`src/rtl/brisc_pkg.sv`:
```
// Shared types for the brisc pipeline: register index width, datapath
// select enums, exception codes and the hazard controller state encoding.
package brisc_pkg;

    localparam int REG_BITS = 5;

    typedef enum logic [1:0] {
        NO_FWD     = 2'd0,
        FROM_CACHE = 2'd1,
        FROM_WB    = 2'd2
    } fwd_src_e;

    typedef enum logic {
        PC_PLUS4  = 1'b0,
        PC_TARGET = 1'b1
    } pc_src_e;

    typedef enum logic [2:0] {
        NO_XCPT       = 3'd0,
        MEM_UNALIGNED = 3'd1,
        ILLEGAL_INSTR = 3'd2,
        ECALL         = 3'd3,
        BREAKPOINT    = 3'd4
    } xcpt_e;

    // Writeback result source of the instruction in E; RES_CACHE marks a load.
    typedef enum logic [1:0] {
        RES_ALU   = 2'd0,
        RES_CACHE = 2'd1,
        RES_PC4   = 2'd2
    } result_src_e;

    typedef enum logic [1:0] {
        H_RUN   = 2'd0,
        H_DMISS = 2'd1,
        H_IMISS = 2'd2,
        H_XCPT  = 2'd3
    } hz_state_e;

    // True when a writing stage produces the register being read; x0 never matches.
    function automatic logic fwd_hit(input logic                wr,
                                     input logic [REG_BITS-1:0] rd,
                                     input logic [REG_BITS-1:0] rs);
        return wr && (rd != '0) && (rd == rs);
    endfunction

endpackage

```
`src/rtl/hazard_ctrl_fwd_unit.sv`:
```
// Forwarding select for one ALU source operand. The cache stage holds the
// younger result, so it wins over writeback when both target the same register.
module fwd_unit
    import brisc_pkg::*;
(
    input  logic [REG_BITS-1:0] i_rs,
    input  logic [REG_BITS-1:0] i_rd_C,
    input  logic                i_reg_write_C,
    input  logic [REG_BITS-1:0] i_rd_WB,
    input  logic                i_reg_write_WB,
    output fwd_src_e            o_fwd
);

    // Pick the youngest in-flight producer of i_rs.
    always_comb begin
        o_fwd = NO_FWD;
        if (fwd_hit(i_reg_write_C, i_rd_C, i_rs)) begin
            o_fwd = FROM_CACHE;
        end else if (fwd_hit(i_reg_write_WB, i_rd_WB, i_rs)) begin
            o_fwd = FROM_WB;
        end
    end

endmodule

```
`src/rtl/hazard_ctrl.sv`:
```
// Pipeline hazard controller: operand forwarding, load-use and branch
// handling, and an FSM sequencing D$ misses, I$ misses and exception drain.
// All control outputs are forced inactive while reset is held.
module hazard_ctrl
    import brisc_pkg::*;
#(
    parameter int XCPT_DRAIN = 2,
    parameter int CNT_W      = 32
) (
    input  logic                clk,
    input  logic                reset,
    input  logic [REG_BITS-1:0] i_rs1_D,
    input  logic [REG_BITS-1:0] i_rs2_D,
    input  logic [REG_BITS-1:0] i_rs1_E,
    input  logic [REG_BITS-1:0] i_rs2_E,
    input  logic [REG_BITS-1:0] i_rd_E,
    input  result_src_e         i_result_src_E,
    input  logic [REG_BITS-1:0] i_rd_C,
    input  logic [REG_BITS-1:0] i_rd_WB,
    input  logic                i_reg_write_C,
    input  logic                i_reg_write_WB,
    input  pc_src_e             i_pc_src_E,
    input  xcpt_e               i_xcpt_E,
    input  logic                i_imiss_F,
    input  logic                i_iready,
    input  logic                i_dmiss_C,
    input  logic                i_dready,
    output fwd_src_e            o_fwd_src1_E,
    output fwd_src_e            o_fwd_src2_E,
    output logic                o_stall_F,
    output logic                o_stall_D,
    output logic                o_stall_E,
    output logic                o_stall_C,
    output logic                o_flush_D,
    output logic                o_flush_E,
    output logic                o_flush_C,
    output logic                o_flush_WB,
    output logic                o_xcpt_redirect,
    output logic [CNT_W-1:0]    o_stall_cnt
);

    // Drain counter holds XCPT_DRAIN-1 down to 0, one H_XCPT cycle per value.
    localparam int DRAIN_W = (XCPT_DRAIN > 1) ? $clog2(XCPT_DRAIN) : 1;
    localparam logic [DRAIN_W-1:0] DRAIN_LOAD = DRAIN_W'(XCPT_DRAIN - 1);

    hz_state_e          r_state, w_next_state;
    logic [DRAIN_W-1:0] r_drain, w_drain_next;
    logic               r_xcpt_pend, w_xcpt_pend_next;
    logic [CNT_W-1:0]   r_stall_cnt;

    fwd_src_e w_fwd1, w_fwd2;
    logic     w_xcpt, w_branch, w_load_use;
    logic     w_stall_F, w_stall_D, w_stall_E, w_stall_C;
    logic     w_flush_D, w_flush_E, w_flush_C, w_flush_WB, w_redirect;

    fwd_unit u_fwd1 (
        .i_rs           (i_rs1_E),
        .i_rd_C         (i_rd_C),
        .i_reg_write_C  (i_reg_write_C),
        .i_rd_WB        (i_rd_WB),
        .i_reg_write_WB (i_reg_write_WB),
        .o_fwd          (w_fwd1)
    );

    fwd_unit u_fwd2 (
        .i_rs           (i_rs2_E),
        .i_rd_C         (i_rd_C),
        .i_reg_write_C  (i_reg_write_C),
        .i_rd_WB        (i_rd_WB),
        .i_reg_write_WB (i_reg_write_WB),
        .o_fwd          (w_fwd2)
    );

    assign w_xcpt     = (i_xcpt_E != NO_XCPT);
    assign w_branch   = (i_pc_src_E == PC_TARGET);
    assign w_load_use = (i_result_src_E == RES_CACHE) && (i_rd_E != '0) &&
                        ((i_rd_E == i_rs1_D) || (i_rd_E == i_rs2_D));

    // Next-state and stage control; events are resolved in fixed priority order
    // dmiss > exception (live or held from a D$ miss) > branch > load-use > imiss.
    always_comb begin
        w_next_state     = r_state;
        w_drain_next     = r_drain;
        w_xcpt_pend_next = r_xcpt_pend;
        w_stall_F  = 1'b0;
        w_stall_D  = 1'b0;
        w_stall_E  = 1'b0;
        w_stall_C  = 1'b0;
        w_flush_D  = 1'b0;
        w_flush_E  = 1'b0;
        w_flush_C  = 1'b0;
        w_flush_WB = 1'b0;
        w_redirect = 1'b0;
        case (r_state)
            H_RUN, H_IMISS: begin
                if (i_dmiss_C) begin
                    // Freeze everything up to C; an exception in E waits for the fill.
                    w_stall_F        = 1'b1;
                    w_stall_D        = 1'b1;
                    w_stall_E        = 1'b1;
                    w_stall_C        = 1'b1;
                    w_flush_WB       = 1'b1;
                    w_xcpt_pend_next = r_xcpt_pend | w_xcpt;
                    w_next_state     = H_DMISS;
                end else if (w_xcpt || r_xcpt_pend) begin
                    // Squash the faulting op before it reaches the cache.
                    w_flush_D        = 1'b1;
                    w_flush_E        = 1'b1;
                    w_flush_C        = 1'b1;
                    w_redirect       = 1'b1;
                    w_xcpt_pend_next = 1'b0;
                    w_drain_next     = DRAIN_LOAD;
                    w_next_state     = H_XCPT;
                end else if (r_state == H_IMISS) begin
                    if (i_iready) begin
                        w_next_state = H_RUN;
                    end else begin
                        w_stall_F = 1'b1;
                        w_flush_D = 1'b1;
                    end
                    if (w_branch) begin
                        w_flush_D = 1'b1;
                        w_flush_E = 1'b1;
                    end
                end else if (w_branch) begin
                    w_flush_D = 1'b1;
                    w_flush_E = 1'b1;
                end else if (w_load_use) begin
                    w_stall_F = 1'b1;
                    w_stall_D = 1'b1;
                    w_flush_E = 1'b1;
                end else if (i_imiss_F) begin
                    w_stall_F    = 1'b1;
                    w_flush_D    = 1'b1;
                    w_next_state = H_IMISS;
                end
            end
            H_DMISS: begin
                w_xcpt_pend_next = r_xcpt_pend | w_xcpt;
                if (i_dready) begin
                    w_next_state = H_RUN;
                end else begin
                    w_stall_F  = 1'b1;
                    w_stall_D  = 1'b1;
                    w_stall_E  = 1'b1;
                    w_stall_C  = 1'b1;
                    w_flush_WB = 1'b1;
                end
            end
            H_XCPT: begin
                w_stall_F = 1'b1;
                w_flush_D = 1'b1;
                if (r_drain == '0) begin
                    w_next_state = H_RUN;
                end else begin
                    w_drain_next = r_drain - DRAIN_W'(1);
                end
            end
            default: begin
                w_next_state = H_RUN;
            end
        endcase
    end

    // FSM state, drain counter and held-exception flag.
    always_ff @(posedge clk) begin
        if (reset) begin
            r_state     <= H_RUN;
            r_drain     <= '0;
            r_xcpt_pend <= 1'b0;
        end else begin
            r_state     <= w_next_state;
            r_drain     <= w_drain_next;
            r_xcpt_pend <= w_xcpt_pend_next;
        end
    end

    // Performance counter of fetch-stall cycles; wraps naturally.
    always_ff @(posedge clk) begin
        if (reset) begin
            r_stall_cnt <= '0;
        end else if (w_stall_F) begin
            r_stall_cnt <= r_stall_cnt + CNT_W'(1);
        end
    end

    assign o_fwd_src1_E    = reset ? NO_FWD : w_fwd1;
    assign o_fwd_src2_E    = reset ? NO_FWD : w_fwd2;
    assign o_stall_F       = w_stall_F  & ~reset;
    assign o_stall_D       = w_stall_D  & ~reset;
    assign o_stall_E       = w_stall_E  & ~reset;
    assign o_stall_C       = w_stall_C  & ~reset;
    assign o_flush_D       = w_flush_D  & ~reset;
    assign o_flush_E       = w_flush_E  & ~reset;
    assign o_flush_C       = w_flush_C  & ~reset;
    assign o_flush_WB      = w_flush_WB & ~reset;
    assign o_xcpt_redirect = w_redirect & ~reset;
    assign o_stall_cnt     = r_stall_cnt;

endmodule

```
`config.mk`:
```
export PLATFORM = sky130hd
export DESIGN_NAME = hazard_ctrl
export DESIGN_NICKNAME = d
export VERILOG_FILES = /design/src/rtl/brisc_pkg.sv /design/src/rtl/hazard_ctrl_fwd_unit.sv /design/src/rtl/hazard_ctrl.sv
export SDC_FILE = /design/constraint.sdc
export NUM_CORES = 1
export LEC_CHECK = 0
export CAP_MARGIN = 20
export CORE_MARGIN = 5
export CORE_UTILIZATION = 44
export DETAILED_ROUTE_END_ITERATION = 10
export PLACE_DENSITY = 0.81
export SETUP_SLACK_MARGIN = 0.3
export SLEW_MARGIN = 10
export SYNTH_ARGS = -nofsm -noshare
export SYNTH_HDL_FRONTEND = slang
export SYNTH_SLANG_ARGS = --single-unit
```
`constraint.sdc`:
```
create_clock -name clk -period 2.3 [get_ports clk]
set_input_delay 0.345 -clock clk [delete_from_list [all_inputs] [get_ports clk]]
set_output_delay 0.345 -clock clk [all_outputs]
set_load 0.1 [all_outputs]
```
== Word-level counts from Yosys, hierarchy flattened ==
Index checks and enable logic that the tools add are counted.

* Reductions and logical operators: 21
* Equality and inequality tests: 19
* Bitwise gates (word level): 8
* Add/subtract/negate cells: 2
* Muxes and demuxes: 56

{| class="wikitable"
|+ Operators by type and width
! cell !! count
|-
| $mux W1 || 34
|-
| $add A32 B1 Y32 const B || 1
|-
| $eq A5 B5 Y1 || 6
|-
| $mux W2 || 15
|-
| $ne A5 B5 Y1 const B || 4
|-
| $reduce_bool A5 Y1 || 3
|-
| $pmux W1 S2 || 5
|-
| $logic_and A1 B1 Y1 || 8
|-
| $ne A2 B2 Y1 const B || 4
|-
| $and A1 B1 Y1 || 6
|-
| $pmux W2 S3 || 1
|-
| $reduce_and A6 Y1 || 1
|-
| $eq A2 B1 Y1 const B || 2
|-
| $eq A2 B2 Y1 const B || 2
|-
| $reduce_bool A2 Y1 || 2
|-
| $ne A3 B3 Y1 const B || 1
|-
| $pmux W1 S3 || 1
|-
| $reduce_and A3 Y1 || 1
|-
| $reduce_bool A3 Y1 || 1
|-
| $logic_not A2 Y1 || 1
|-
| $logic_or A1 B1 Y1 || 2
|-
| $reduce_and A2 Y1 || 1
|-
| $reduce_or A2 Y1 || 1
|-
| $not A1 Y1 || 1
|-
| other kinds (2) || 2
|}

* Output and inout bits: 45
* Input bits: 49
* Register bits after elaboration: 36
* Word-level logic and storage cells: 110

== Logic depth before layout (Yosys ltp) ==
* Depth in word-level cells: 10
* Depth in mapped cells: 8
* Depth with buffers taken out: 6

== Hierarchy ==
A second synthesis with hierarchy kept.

* Cell total of the unflattened synthesis: 302
* Area, all modules: 2,433.6 um^2

{| class="wikitable"
|+ By module, submodules not included
! module !! sequential area each (um^2) !! instances !! area an instance (um^2) !! cells each
|-
| hazard_ctrl || 720.7 || 1 || 2,130.8 || 262
|-
| fwd_unit || 0.0 || 2 || 151.4 || 20
|}

== Worst setup path before layout ==
Ideal clock, no wire load.

* Path kind: input to output
* Start point: input i_rd_C[0]
* End point: output o_fwd_src2_E[1]
* Cell stages on the path: 4
* Data required time: 1,955 ps
* Setup slack: -2,246 ps
* Buffers on the path: 0
* Arrival time: 4,201 ps
* Cells stage by stage: or4_1 -> o21ai_0 -> nor3_1 -> nor4_1

* Longest elaborated chain between the ends: 5
* Elaborated cells between the ends (all ways): 6
* Those cells by class: eq/ne: 1; mux: 2; reduce/logical: 3

{| class="wikitable"
|+ Ends and longest elaborated chain
! what !! line !! text
|-
| start, declared || hazard_ctrl.sv:18 || <nowiki>input logic [REG_BITS-1:0] i_rd_C,</nowiki>
|-
| $reduce_bool A5 Y1 || brisc_pkg.sv:44 || <nowiki>return wr && (rd != '0) && (rd == rs);</nowiki>
|-
| $logic_and A1 B1 Y1 || brisc_pkg.sv:44 ||
|-
| $logic_and A1 B1 Y1 (*) || brisc_pkg.sv:44 ||
|-
| $mux W2 (*) || hazard_ctrl_fwd_unit.sv:17 || <nowiki>if (fwd_hit(i_reg_write_C, i_rd_C, i_rs)) begin</nowiki>
|-
| $mux W2 (*) || hazard_ctrl.sv:188 || <nowiki>assign o_fwd_src2_E = reset ? NO_FWD : w_fwd2;</nowiki>
|-
| end, declared || hazard_ctrl.sv:29 || <nowiki>output fwd_src_e o_fwd_src2_E,</nowiki>
|}

Mark *: on every way between the ends. The rest lies on a longest branch, timed or not.

== Final worst setup path ==
* Start point: register r_xcpt_pend
* End point: output o_flush_D

* Longest elaborated chain between the ends: 5

{| class="wikitable"
|+ Ends and longest elaborated chain
! what !! line !! text
|-
| start, declared || hazard_ctrl.sv:48 || <nowiki>logic r_xcpt_pend, w_xcpt_pend_next;</nowiki>
|-
| start signal, assigned || hazard_ctrl.sv:174 || <nowiki>r_xcpt_pend <= w_xcpt_pend_next;</nowiki>
|-
| $logic_or A1 B1 Y1 || hazard_ctrl.sv:105 || <nowiki>end else if (w_xcpt || r_xcpt_pend) begin</nowiki>
|-
| $mux W1 || hazard_ctrl.sv:105 ||
|-
| $mux W1 || hazard_ctrl.sv:96 || <nowiki>if (i_dmiss_C) begin</nowiki>
|-
| $pmux W1 S2 || hazard_ctrl.sv:94 || <nowiki>case (r_state)</nowiki>
|-
| $and A1 B1 Y1 || hazard_ctrl.sv:193 || <nowiki>assign o_flush_D = w_flush_D & ~reset;</nowiki>
|-
| end, declared || hazard_ctrl.sv:34 || <nowiki>output logic o_flush_D,</nowiki>
|}

No other way between the ends.

==> metrics.txt <==
# TYPE chip_impl_metric gauge
chip_impl_info{name="setup.worst_path.class",value="reg -> out"} 1
chip_impl_metric{name="worst_pin_slew",unit="ps"} 601.9
chip_impl_metric{name="groute.layer.met2.usage",unit=""} 0.4103
chip_impl_info{name="status",value="complete, but fails checks"} 1
chip_impl_info{name="setup_repair_after_global_routing_missed_its_margin",value="yes"} 1
chip_impl_metric{name="synth_top_area_frac",unit=""} 0.2978
chip_impl_info{name="min-delay-path-class",value="in -> reg"} 1
chip_impl_metric{name="number_of_nets_with_antenna_violations_after_routing",unit=""} 0
chip_impl_metric{name="layout.nets",unit=""} 499
chip_impl_metric{name="placement.setup.worst_slack",unit="ps"} -389.1
chip_impl_metric{name="syn-cell-area",unit="sq um"} 2420
chip_impl_metric{name="fillers",unit=""} 307
chip_impl_metric{name="yosys.area_share.adder",unit=""} 0.005171
chip_impl_metric{name="initial_utilization",unit=""} 0.4449
chip_impl_info{name="worst_setup_path_start_kind",value="flip-flop"} 1
chip_impl_metric{name="remaining_drc_errors",unit=""} 0
chip_impl_metric{name="seq_area_frac_synth",unit=""} 0.2978
chip_impl_metric{name="number_of_warnings_issued_by_yosys",unit=""} 0
chip_impl_info{name="clk_root_buffer_cell",value="sky130_fd_sc_hd__clkbuf_8"} 1
chip_impl_metric{name="ys_types",unit=""} 42
chip_impl_info{name="grt-busiest-layer",value="met2"} 1
chip_impl_metric{name="synth_area_per_cell",unit="sq um"} 7.781
chip_impl_metric{name="relSlewSlack",unit=""} 0.5988
chip_impl_metric{name="flow.area_growth_from_synthesis",unit="%"} 87.23
chip_impl_metric{name="grt_first_pass_wirelength",unit="mm"} 13.59
chip_impl_metric{name="global_route.usage.met3",unit=""} 0.07458
chip_impl_metric{name="cellLeakagePower",unit="nW"} 1.744
chip_impl_info{name="synthTopCellsByArea",value="sky130_fd_sc_hd__dfxtp_1, sky130_fd_sc_hd__a21oi_1, sky130_fd_sc_hd__xor2_1"} 1
chip_impl_metric{name="chipWidth",unit="um"} 84.16
chip_impl_info{name="layout.cells.most_common",value="sky130_fd_sc_hd__buf_4"} 1
chip_impl_metric{name="grt_overflow_total",unit=""} 0
chip_impl_metric{name="grt_max_degree",unit=""} 43
chip_impl_metric{name="top_level_ports",unit=""} 94
chip_impl_metric{name="cts_made_buffers",unit=""} 5
chip_impl_metric{name="buffer_ports.inserted",unit=""} 93
chip_impl_metric{name="path_clk_slew",unit="ps"} 70
chip_impl_metric{name="clock_latency_on_the_worst_skew_pair",unit="ps"} 290
chip_impl_metric{name="rows",unit=""} 27
chip_impl_metric{name="timing.hold.ws",unit="ps"} 424.6
chip_impl_metric{name="final-instance-count-excl-fill",unit=""} 522
chip_impl_metric{name="drt-wirelength-per-cell",unit="um"} 19.04
chip_impl_metric{name="fin_worst_skew",unit="ps"} 7.328
chip_impl_metric{name="dpl.hpwl",unit="mm"} 6.192
chip_impl_metric{name="fin_crit_sh",unit=""} 1.015
chip_impl_metric{name="timing.final.max_slew_violations",unit=""} 0
chip_impl_metric{name="insertedDiodeCount",unit=""} 0
chip_impl_info{name="endpoint_class_of_the_critical_path",value="primary output"} 1
chip_impl_metric{name="die-height",unit="um"} 84.16
chip_impl_info{name="cts_tree",value="done"} 1
chip_impl_metric{name="reg2reg_depth",unit=""} 9
chip_impl_info{name="netlist.top_cell.by_area",value="sky130_fd_sc_hd__dfxtp_1"} 1
chip_impl_metric{name="fmax",unit="MHz"} 428.5
chip_impl_metric{name="number_of_global_route_vias_before_repair",unit=""} 2931
chip_impl_metric{name="finalPower",unit="mW"} 1.981
chip_impl_metric{name="synth_simple_gate_area_share",unit=""} 0.3139
chip_impl_info{name="largest_family_of_logic_cells_by_synthesized_area",value="simple AND/OR/NAND/NOR gates"} 1
chip_impl_metric{name="hold_violations",unit=""} 0
chip_impl_info{name="layout_common_cells",value="sky130_fd_sc_hd__buf_4, sky130_fd_sc_hd__a21oi_1, sky130_fd_sc_hd__dfxtp_4"} 1
chip_impl_info{name="critical_path.slowest_cell",value="sky130_fd_sc_hd__or4_4"} 1
chip_impl_metric{name="critical_path_required",unit="ps"} 1960
chip_impl_metric{name="drt_first_pass_iters",unit=""} 6
chip_impl_metric{name="place.gp.congestion",unit=""} 0.8784
chip_impl_metric{name="core",unit="sq um"} 5439
chip_impl_metric{name="period_needed",unit="ps"} 2334
chip_impl_metric{name="final-setup-viol-count",unit=""} 3
chip_impl_metric{name="max_cap_violations",unit=""} 0
chip_impl_metric{name="power.density_cell_area",unit="nW/um^2"} 437.1
chip_impl_metric{name="groute.layer.met1.usage",unit=""} 0.2546
chip_impl_metric{name="drive_gt1_frac",unit=""} 0.5422
chip_impl_metric{name="critPathMaxFanout",unit=""} 3
chip_impl_metric{name="track_usage",unit=""} 0.2296
chip_impl_metric{name="synth-xor-area-share",unit=""} 0.1122
chip_impl_metric{name="slowest_delay",unit="ps"} 460
chip_impl_metric{name="clock_sink_count",unit=""} 36
chip_impl_metric{name="placedCellCount",unit=""} 495
chip_impl_metric{name="dr_total_vias",unit=""} 3139
chip_impl_metric{name="antenna_violations_before_repair",unit=""} 0
chip_impl_metric{name="finalCoreUtilization",unit=""} 0.8330
chip_impl_metric{name="ys_ff_latch",unit=""} 36
chip_impl_metric{name="peakVddDrop",unit="mV"} 0.3137
chip_impl_metric{name="synth.mux.area_fraction",unit=""} 0.01293
chip_impl_metric{name="synth_compound_gate_area_share",unit=""} 0.2068
chip_impl_metric{name="wirelength",unit="mm"} 9.939
chip_impl_metric{name="post_synth_inst_count",unit=""} 311
chip_impl_metric{name="cts.htree.levels",unit=""} 2
chip_impl_metric{name="syn_nets",unit=""} 361
chip_impl_metric{name="hold_buffers",unit=""} 0
chip_impl_metric{name="worstPathArrival",unit="ps"} 1990
chip_impl_metric{name="floorplan.die_area",unit="sq um"} 7083
chip_impl_metric{name="timing.final.ws_setup",unit="ps"} -33.97
chip_impl_metric{name="drt-initial-drc-count",unit=""} 165
chip_impl_info{name="failed_checks",value="negative setup slack"} 1
chip_impl_info{name="worstPathCellList",value="or4_4, buf_6, nor3_4, a31oi_1, o21ai_2, a31oi_4, buf_12"} 1
chip_impl_metric{name="post_drt_via_cell_ratio",unit=""} 6.013
chip_impl_metric{name="worstHoldPathCells",unit=""} 3
chip_impl_metric{name="clock_tree.buffer_depth",unit=""} 2
==> power by group <==
group | internal (mW) | switching [mW] | leakage, nW
combinational | 0.325 | 0.403 | 1.37
sequential | 0.616 | 0.0222 | 0.313
clock | 0.383 | 0.231 | 0.0645
total | 1.32 | 0.657 | 1.74
==> path summary, 6_finish.rpt <==
check | startpoint | end | slack (ps)
setup reg to reg | r_state[0] | o_stall_cnt[28] | 60
hold / removal | reset | r_drain | 420
hold reg to reg | o_stall_cnt[6] | o_stall_cnt[6] | 510
setup / recovery | r_xcpt_pend | o_flush_D | -30
==> critical path: cells and delay by family (launching register included) <==
family	cells	cell delay [ps]
AOI/OAI and AO/OA	3	380
buffers and inverters	2	330
DFF	1	360
and+or+nand+nor	2	620
==> flip-flops by register name, summed over array words and instances, names as in the netlist <==
register and flops:
r_state 2, r_drain 1, o_stall_cnt 32, r_xcpt_pend 1
==> cell usage after synthesis, drive strengths merged <==
cell type / number
a41o: 1
a21oi: 34
a22oi: 2
a31oi: 2
nor4: 5
a2bb2oi: 1
inv: 5
or4b: 2
nand2b: 3
nand2: 24
o21ai: 25
o211ai: 3
mux2i: 2
and4: 4
a221oi: 1
a211oi: 1
buf: 10
or3: 18
nand3: 13
or4: 17
nand4: 11
and2: 2
xor2: 19
nor2: 15
a31o: 1
nor3: 9
and3: 4
nor2b: 3
mux2: 1
xnor2: 12
dfxtp: 36
clkbuf: 11
or2: 2
o31ai: 11
ha: 1
==> cell type report <==
cell class                 instances  area [sq um]  share of cell area
timing repair buffer             152          1460              0.3223
clock inverter                     1         30.03            0.006628
clock buffer                       7         96.34             0.02126
tap                               72         90.09             0.01988
sequential                        36         817.0              0.1803
inverter                           5         21.27            0.004695
multi-input combinational        249          2016              0.4449
==> per-layer routing <==
metal	share of wire	vias to the layer above	wire length, um
met5	0	-	0
met4	0.038	0	382
met3	0.086	43	858
met2	0.53	166	5230
met1	0.35	1493	3468
li1	-	1437	-
==> per-stage QoR <==
stage               area [sq um]  TNS [ps]
finish                      4531    -41.60
global route                4531    -230.5
detailed placement          3959    -10630
CTS                         4257    -375.4
floorplan                   2775    -482.4
global placement            3959     -7667
==> logic make-up (layout without fill, tap and decap cells) <==
kind of cell / count (synthesis) / count (layout)
fa+ha+maj: 1 / 1
xor+xnor: 31 / 31
mux: 3 / 3
buf+inv: 26 / 165
compound gates: 82 / 82
flops: 36 / 36
simple gates: 132 / 132
==> what timing repair did <==
| action | CTS | global route |
|---|---|---|
| gates cloned | 1 | 3 |
| setup endpoints to repair | 44 | 45 |
| resized for setup | 97 | 100 |
| pin swaps | 28 | 51 |
| endpoints found under the hold margin | 0 | 0 |
| buffers inserted | 5 | 10 |
Power figures use the tool's default switching activity.
